### config.mk
export PLATFORM = sky130hd
export DESIGN_NAME = pep_mmacc_acc_join
export DESIGN_NICKNAME = d
export VERILOG_FILES = /design/src/rtl/pep_mmacc_acc_join_pkg.sv /design/src/rtl/pep_mmacc_acc_join_fifo.sv /design/src/rtl/pep_mmacc_acc_join.sv
export SDC_FILE = /design/constraint.sdc
export NUM_CORES = 1
export LEC_CHECK = 0
export ABC_AREA = 1
export CORE_AREA = 2 2 261 134
export CTS_CLUSTER_DIAMETER = 100
export CTS_CLUSTER_SIZE = 40
export DETAILED_ROUTE_END_ITERATION = 6
export DIE_AREA = 0 0 263 136
export GPL_TIMING_DRIVEN = 0
export PLACE_DENSITY = 0.68
export SYNTH_ARGS = -nofsm -noshare
export SYNTH_HDL_FRONTEND = slang
export SYNTH_HIERARCHICAL = 1
export SYNTH_SLANG_ARGS = --single-unit
### constraint.sdc
create_clock -name clk -period 11.7 [get_ports clk]
set_clock_uncertainty 0.2 [all_clocks]
set_input_delay 1.755 -clock clk [delete_from_list [all_inputs] [get_ports clk]]
set_output_delay 1.755 -clock clk [all_outputs]
set_load 0.01 [all_outputs]
### src/rtl/pep_mmacc_acc_join_pkg.sv
// Shared parameters and payload types for the main/subs accumulator join.
// Holds the common lane geometry plus the local-slice types built from it.
package pep_mmacc_acc_join_pkg;

    localparam int unsigned PSI       = 4;
    localparam int unsigned R         = 2;
    localparam int unsigned MAIN_PSI  = 2;
    localparam int unsigned LOC_PSI   = PSI - MAIN_PSI;
    localparam int unsigned MOD_Q_W   = 8;
    localparam int unsigned BPBS_ID_W = 4;

    typedef struct packed {
        logic [MAIN_PSI-1:0][R-1:0][MOD_Q_W-1:0] data;
        logic                                    sob;
        logic                                    eob;
        logic                                    sol;
        logic                                    eol;
        logic                                    sog;
        logic                                    eog;
        logic [BPBS_ID_W-1:0]                    pbs_id;
    } subsmain_acc_data_t;

    typedef struct packed {
        logic [LOC_PSI-1:0][R-1:0][MOD_Q_W-1:0] data;
        logic                                   sob;
        logic                                   eob;
        logic                                   sol;
        logic                                   eol;
        logic                                   sog;
        logic                                   eog;
        logic [BPBS_ID_W-1:0]                   pbs_id;
    } loc_acc_data_t;

    typedef struct packed {
        logic [PSI-1:0][R-1:0][MOD_Q_W-1:0] data;
        logic                               sob;
        logic                               eob;
        logic                               sol;
        logic                               eol;
        logic                               sog;
        logic                               eog;
        logic [BPBS_ID_W-1:0]               pbs_id;
    } ntt_acc_modsw_data_t;

    typedef struct packed {
        logic [PSI-1:0][R-1:0] data_avail;
        logic                  ctrl_avail;
    } ntt_acc_modsw_ctrl_t;

    localparam int unsigned SUBSMAIN_ACC_DATA_W = $bits(subsmain_acc_data_t);
    localparam int unsigned LOC_ACC_DATA_W      = $bits(loc_acc_data_t);

    // True when the two halves disagree on any framing/control field.
    function automatic logic acc_ctrl_mismatch(input subsmain_acc_data_t s,
                                               input loc_acc_data_t      l);
        return {s.sob, s.eob, s.sol, s.eol, s.sog, s.eog, s.pbs_id} !=
               {l.sob, l.eob, l.sol, l.eol, l.sog, l.eog, l.pbs_id};
    endfunction

endpackage

### src/rtl/pep_mmacc_acc_join_fifo.sv
// Register-based skew FIFO with fall-through head; refuses a push when full
// unless a pop frees the slot in the same cycle.
module pep_mmacc_acc_join_fifo #(
    parameter int unsigned WIDTH = 8,
    parameter int unsigned DEPTH = 4
) (
    input  logic             clk,
    input  logic             s_rst_n,
    input  logic             push,
    input  logic             pop,
    input  logic [WIDTH-1:0] wdata,
    output logic [WIDTH-1:0] head_c,
    output logic             empty_c,
    output logic             full_c
);

    localparam int unsigned PTR_W = (DEPTH > 1) ? $clog2(DEPTH) : 1;
    localparam int unsigned CNT_W = $clog2(DEPTH + 1);

    logic [WIDTH-1:0] mem [DEPTH];
    logic [PTR_W-1:0] wr_ptr;
    logic [PTR_W-1:0] rd_ptr;
    logic [CNT_W-1:0] count;
    logic             do_push;
    logic             do_pop;

    assign empty_c = (count == '0);
    assign full_c  = (count == CNT_W'(DEPTH));
    assign do_pop  = pop & ~empty_c;
    assign do_push = push & (~full_c | do_pop);
    assign head_c  = mem[rd_ptr];

    // Pointers wrap on their own since DEPTH is a power of two.
    always_ff @(posedge clk) begin
        if (!s_rst_n) begin
            wr_ptr <= '0;
            rd_ptr <= '0;
            count  <= '0;
        end else begin
            if (do_push) wr_ptr <= wr_ptr + PTR_W'(1);
            if (do_pop)  rd_ptr <= rd_ptr + PTR_W'(1);
            case ({do_push, do_pop})
                2'b10:   count <= count + CNT_W'(1);
                2'b01:   count <= count - CNT_W'(1);
                default: count <= count;
            endcase
        end
    end

    always_ff @(posedge clk) begin
        if (do_push) mem[wr_ptr] <= wdata;
    end

endmodule

### src/rtl/pep_mmacc_acc_join.sv
// Re-joins the subs-returned accumulator slice with the local slice into one
// full-width mod-switch beat, absorbing link skew and flagging mismatch/overflow.
module pep_mmacc_acc_join
    import pep_mmacc_acc_join_pkg::*;
#(
    parameter int unsigned FIFO_DEPTH = 4
) (
    input  logic                clk,
    input  logic                s_rst_n,
    input  subsmain_acc_data_t  subs_acc_data,
    input  logic                subs_acc_avail,
    input  loc_acc_data_t       loc_acc_data,
    input  logic                loc_acc_avail,
    output ntt_acc_modsw_data_t out_data,
    output ntt_acc_modsw_ctrl_t out_ctrl,
    output logic [1:0]          error
);

    logic [SUBSMAIN_ACC_DATA_W-1:0] subs_head_c;
    logic [LOC_ACC_DATA_W-1:0]      loc_head_c;
    logic                           subs_empty_c;
    logic                           subs_full_c;
    logic                           loc_empty_c;
    logic                           loc_full_c;
    logic                           pop_c;
    logic                           mismatch_c;
    logic                           overflow_c;
    subsmain_acc_data_t             subs_head;
    loc_acc_data_t                  loc_head;
    ntt_acc_modsw_data_t            join_c;

    pep_mmacc_acc_join_fifo #(
        .WIDTH (SUBSMAIN_ACC_DATA_W),
        .DEPTH (FIFO_DEPTH)
    ) u_subs_fifo (
        .clk     (clk),
        .s_rst_n (s_rst_n),
        .push    (subs_acc_avail),
        .pop     (pop_c),
        .wdata   (subs_acc_data),
        .head_c  (subs_head_c),
        .empty_c (subs_empty_c),
        .full_c  (subs_full_c)
    );

    pep_mmacc_acc_join_fifo #(
        .WIDTH (LOC_ACC_DATA_W),
        .DEPTH (FIFO_DEPTH)
    ) u_loc_fifo (
        .clk     (clk),
        .s_rst_n (s_rst_n),
        .push    (loc_acc_avail),
        .pop     (pop_c),
        .wdata   (loc_acc_data),
        .head_c  (loc_head_c),
        .empty_c (loc_empty_c),
        .full_c  (loc_full_c)
    );

    assign subs_head  = subsmain_acc_data_t'(subs_head_c);
    assign loc_head   = loc_acc_data_t'(loc_head_c);
    assign pop_c      = ~subs_empty_c & ~loc_empty_c;
    assign mismatch_c = acc_ctrl_mismatch(subs_head, loc_head);
    // A full side only loses its beat when no pop frees a slot this cycle.
    assign overflow_c = ~pop_c & ((subs_acc_avail & subs_full_c) |
                                  (loc_acc_avail  & loc_full_c));

    // Subs lanes fill the low slots; control fields follow the local slice.
    always_comb begin
        join_c                      = '0;
        join_c.data[MAIN_PSI-1:0]   = subs_head.data;
        join_c.data[PSI-1:MAIN_PSI] = loc_head.data;
        join_c.sob                  = loc_head.sob;
        join_c.eob                  = loc_head.eob;
        join_c.sol                  = loc_head.sol;
        join_c.eol                  = loc_head.eol;
        join_c.sog                  = loc_head.sog;
        join_c.eog                  = loc_head.eog;
        join_c.pbs_id               = loc_head.pbs_id;
    end

    always_ff @(posedge clk) begin
        if (!s_rst_n) begin
            out_ctrl <= '0;
            error    <= '0;
        end else begin
            out_ctrl.data_avail <= pop_c ? '1 : '0;
            out_ctrl.ctrl_avail <= pop_c;
            error               <= {overflow_c, pop_c & mismatch_c};
        end
    end

    always_ff @(posedge clk) begin
        if (pop_c) out_data <= join_c;
    end

endmodule
==> run summary, run 1 <==
Actual slew at the worst max-slew pin -> 750 ps
GP Congestion -> 0.742
Post-CTS Resized -> 0
Vias post-DR -> 9,246
DP Wirelength -> 23,200 um
Post-Syn Nets -> 1,176
Design Power -> 4090 uW
Asr flop ratio synth -> 0%
I/O Pins -> 173
Final worst-path cycle share -> 31.6%
CTS Buf Count -> 14
Reg power frac -> 51.5%
Wirelength, routed -> 35,000 um
Number of H-tree levels -> 1
Status -> completed
DP Area -> 18,500 um2
Crit path arrival time -> 1740 ps
Crit-path max FO -> 9
Worst EP required -> 9750 ps
Avg Synthesized Cell Area -> 14.8 um2
Clock root buffer -> clkbuf_16
Synth Cell Area -> 15,900 um2
Synth cell types -> 21
Endpoints failing hold -> 0
Int Pwr -> 2810 uW
Hold WC Path Type -> reg -> reg
Lkg Pwr -> 0.00634 uW
Core area -> 33,800 um2
Comb power frac -> 32.0%
Peak VDD IR -> 0.126 mV
Max_slew headroom -> 49.9%
Clock Path Buffers -> 3
Pin count of the biggest net entering global routing -> 42
Crit path launch type -> flip-flop
Area leader, netlist -> edfxtp_1
Synthesis-stage register bit count -> 431
Row count -> 48
Number of remaining DRC errors -> 0
Most instantiated cells after synthesis -> 410 x edfxtp_1, 195 x nor2_1, 139 x o21ai_0
WP buf/inv -> 2
DRT antenna net count -> 0
Synth top area share -> 77.3%
Max-Cap Viols -> 0
RSZ-0062 raised after global routing -> false
Drt first pass iters -> 4
Worst skew pair latency -> 530 ps
Layout cell share with drive strength beyond 1 -> 5.99%
CTS Sinks -> 431
Power Density -> 216 nW/um2
Total Routing Usage GR -> 19.3%
FMAX -> 270 MHz
Die Width -> 263 um
Initial Util -> 47.2%
DR WL/cell -> 20.2 um
Post-CTS setup buffer count -> 0
Fin crit period -> 3700 ps
Critical path class -> reg -> out
Final instance area -> 18,900 um2
Worst setup EP type -> output pin
CTS Hold Bufs -> 0
Sw frac -> 31.3%
Total net switching power -> 1280 uW
Sequential fraction of the synthesis area -> 79.9%
Clock power frac -> 16.4%
Setup TNS -> 0 ps
Die H -> 136 um
CP max stage delay -> 540 ps
Yosys warning count -> 6
Crit path max-delay family -> buffers and inverters
Antenna violations before repair -> 2
Vias per cell -> 5.32
Final setup vio count -> 0
Synth-to-Final Area Change -> 18.8%
CTS tree -> yes
Clk slew on worst S/H paths -> 140 ps
Minimum hold slack -> 282 ps
Layout Nets -> 1,375
First-pass GRT wire length -> 52,200 um
Number of synthesized flops with an enable pin -> 410
Vias in the first global route -> 8,941
CP cell instances -> buf_4, clkdlybuf4s50_1
Slowest CP cell -> clkdlybuf4s50_1
Largest cells by area after synthesis -> edfxtp_1 77%, nor2_1 4.6%, o21ai_0 4.4%
DRT iter0 DRCs -> 967
Fillers -> 2,732
Die ar. -> 35,800 um2
Cells after Synth -> 1,078
Remaining global-route overflow -> 0
Port buffer count -> 172
Top-count cell post-synth -> edfxtp_1
Ys flop type -> edfxtp_1
Final Max Slew Viols -> 0
[layout by cell type, fill, tap and decap left out, types with 2 or more instances in the layout]
cell type	n
o21ai_4	2
buf_4	10
fa_1	2
xor2_1	2
dfxtp_1	21
edfxtp_1	410
inv_2	2
a21oi_1	15
inv_1	46
o21ai_0	139
nand4_1	4
buf_12	10
nor2_1	186
buf_6	14
buf_2	12
o22ai_1	84
nand3_1	7
diode_2	2
ha_1	8
clkbuf_16	15
clkdlybuf4s50_1	172
clkbuf_1	32
nand2_1	38
nor2_4	9
o21ai_1	42
[state kept, by name, indices dropped and copies added, names as in the netlist, named ones only]
signal	cells
u_loc_fifo/mem	168
u_subs_fifo/mem	168
out_data	74
u_loc_fifo/count	3
u_subs_fifo/count	3
error	2
u_loc_fifo/rd_ptr	2
u_loc_fifo/wr_ptr	2
u_subs_fifo/rd_ptr	2
u_subs_fifo/wr_ptr	2
out_ctrl	1
[worst register-to-register path: cells and delay by family, from the launching register on]
family	cells	cell delay, ps
compound gates	1	140
buf+inv	3	640
flops	1	400
simple gates	4	1300
[path summary, 6_finish.rpt]
kind	from	end	slack, ps	cells past startpoint
max	out_ctrl[1]	out_ctrl[3]	8000	2
min reg2reg	u_loc_fifo/rd_ptr[1]	u_loc_fifo/rd_ptr[1]	280	2
min	u_loc_fifo/rd_ptr[1]	u_loc_fifo/rd_ptr[1]	280	2
max reg2reg	u_loc_fifo/count[1]	u_loc_fifo/mem[0][11]	8700	8
[metal layers]
metal | track usage [%] | wire [um] | up-vias
met4 | 4.32 | 575 | 0
li1 | - | - | 4360
met1 | 29.7 | 16600 | 4578
met2 | 29.0 | 15700 | 280
met3 | 3.01 | 2110 | 28
met5 | 0 | 0 | -
[per-stage QoR]
stage                     std cells  util [%]  worst slack (ps)
after global placement         1700      54.0               183
after global routing           1737      56.1              7910
after floorplan                1078         -              4790
final                          1737      56.1              8000
after detailed placement       1711      54.8              7680
after CTS                      1735      56.1              7950
[cells by family (layout without fill, tap and decap cells)]
logic type | after synthesis | after routing | synth area share (%)
AOI/OAI and AO/OA | 282 | 282 | 9.66
xor gates and xnor gates | 2 | 2 | 0.110
adders and majority gates | 10 | 10 | 0.880
buffers and inverters | 108 | 315 | 3.53
DFF | 431 | 431 | 79.9
other | 0 | 2 | 0
and+or+nand+nor | 245 | 245 | 5.91
[power groups by stage]
stage	Sequential, uW	Clock, uW	Combinational (uW)
floorplan	2220	0	587
global placement	2190	0	1230
detailed placement	2150	0	1310
CTS	2110	695	1320
global route	2130	738	1420
finish	2110	672	1310
[area by class of cell]
class	count	area (um2)	share of cell area, %
Multi-Input combinational cell	539	2710	14.3
Buffer	60	383	2.02
Tap cell	450	563	2.97
Clock buffer	23	405	2.14
Inverter	48	180	0.952
Clock inverter	1	11.3	0.0595
Timing Repair Buffer	183	1950	10.3
Sequential cell	431	12700	67.2
Antenna cell	2	5.00	0.0264
No activity file was read; power rests on OpenSTA's default activity.
==> run 2: changes to the inputs <==
- PLACE_DENSITY: 0.68 -> 0.71
- clock period: 11.7 -> 3.06 ns (I/O delays scaled with it)
==> run summary, run 2 (synthesis results as in run 1) <==
Status -> completed
Commonest non-fill, non-tap cell in the layout -> edfxtp_1
DRT antenna net count -> 0
FMAX -> 352 MHz
Number of remaining DRC errors -> 0
Die H -> 136 um
GP Congestion -> 0.751
Worst skew pair latency -> 530 ps
CTS tree -> yes
Wirelength, routed -> 34,500 um
DR WL/cell -> 19.9 um
CTS Buf Count -> 14
Vias in the first global route -> 8,891
Die Width -> 263 um
CTS Sinks -> 431
DRT iter0 DRCs -> 800
Worst setup EP type -> flip-flop
Final worst-path cycle share -> 92.8%
Critical path class -> reg -> reg
Layout cell share with drive strength beyond 1 -> 6.95%
Hold WC Path Type -> reg -> reg
Initial Util -> 47.2%
Clock Path Buffers -> 3
Clock root buffer -> clkbuf_16
Fillers -> 2,658
Pre-CTS setup slack -> -8.50 ps
Remaining global-route overflow -> 0
Fin worst setup slack -> 220 ps
Synth-to-Final Area Change -> 18.8%
CTS Hold Bufs -> 0
Crit-path max FO -> 25
DP Area -> 18,500 um2
Most frequent cells in the layout -> 410 x edfxtp_1, 184 x nor2_1, 172 x clkdlybuf4s50_1
Post-CTS setup buffer count -> 0
Setup TNS -> 0 ps
Design Power -> 15,600 uW
Worst EP required -> 3090 ps
Crit path arrival time -> 2870 ps
Peak VDD IR -> 0.399 mV
Vias per cell -> 5.31
Port buffer count -> 172
I/O Pins -> 173
RSZ-0062 raised after global routing -> false
Number of H-tree levels -> 1
Die ar. -> 35,800 um2
First-pass GRT wire length -> 51,500 um
Actual slew at the worst max-slew pin -> 770 ps
Top flop regs -> u_loc_fifo/mem (168), u_subs_fifo/mem (168), out_data (74)
Final Max Slew Viols -> 0
Layout Nets -> 1,375
Crit path launch type -> flip-flop
Pin count of the biggest net entering global routing -> 43
Endpoints failing hold -> 0
Max_slew headroom -> 48.5%
Final setup vio count -> 0
Final instance area -> 18,900 um2
Core area -> 33,800 um2
Post-CTS Resized -> 0
Row count -> 48
Vias post-DR -> 9,201
Drt first pass iters -> 5
Antenna violations before repair -> 4
Total Routing Usage GR -> 19.0%
Lkg Pwr -> 0.00633 uW
Clk slew on worst S/H paths -> 140 ps
Max-Cap Viols -> 0
DP Wirelength -> 23,100 um
Power Density -> 822 nW/um2
Fin crit period -> 2840 ps
[run 2: cell count changes in the layout (fill, tap and decap cells not counted), moves of 2 or more]
cell / change
dfxtp_1: -4
inv_2: +3
nand2_1: -2
nor2_2: +2
nor2_1: -2
clkbuf_1: -5
nand2_2: +2
inv_1: -3
dfxtp_2: +4
[run 2: layout make-up]
type / count / area (um2) / share of cell area [%]
Antenna cell: 3 / 7.51 / 0.0397
Buffer: 60 / 383 / 2.02
Clock buffer: 18 / 387 / 2.04
Clock inverter: 1 / 8.76 / 0.0463
Inverter: 48 / 180 / 0.952
Multi-Input combinational cell: 539 / 2720 / 14.4
Sequential cell: 431 / 12700 / 67.3
Tap cell: 450 / 563 / 2.97
Timing Repair Buffer: 183 / 1950 / 10.3
[run 2: path summary, 6_finish.rpt]
path	from	to	slack, ps	cells after the start
worst max-delay path	u_subs_fifo/count[0]	u_subs_fifo/mem[0][17]	220	8
worst min-delay path	u_subs_fifo/rd_ptr[1]	flip-flop	290	2
worst max register to register	u_subs_fifo/count[0]	u_subs_fifo/mem[0][17]	220	8
worst min register to register	u_subs_fifo/rd_ptr[1]	flip-flop	290	2
[run 2: report_power, final]
part	leakage [uW]	internal [uW]	switching (uW)
registers	0.00394	7760	317
logic	0.00219	2050	2930
clock network	0.000193	917	1580
[run 2: per-layer routing]
metal  global-route usage, %  wire length [um]
met4                    3.75               665
met2                    29.6             15700
met3                    3.12              2030
met5                       0                12
met1                    28.4             16200
[run 2: critical path, cell delays in order (launching register included)]
cell and delay (ps):
dfxtp_2 370, nor2_2 60, nand2_2 90, inv_2 50, nor2_4 490, buf_16 230, o21ai_4 130, nor2_4 590
buf_12 280
[run 2: per-stage QoR]
stage          hold slack (ps)  std cells  util (%)
6_report                   285       1733      56.1
3_3_place_gp               254       1700      54.2
5_1_grt                    306       1732      56.1
4_1_cts                    284       1728      56.0
3_5_place_dp               261       1709      54.8
2_1_floorplan              236       1078         -
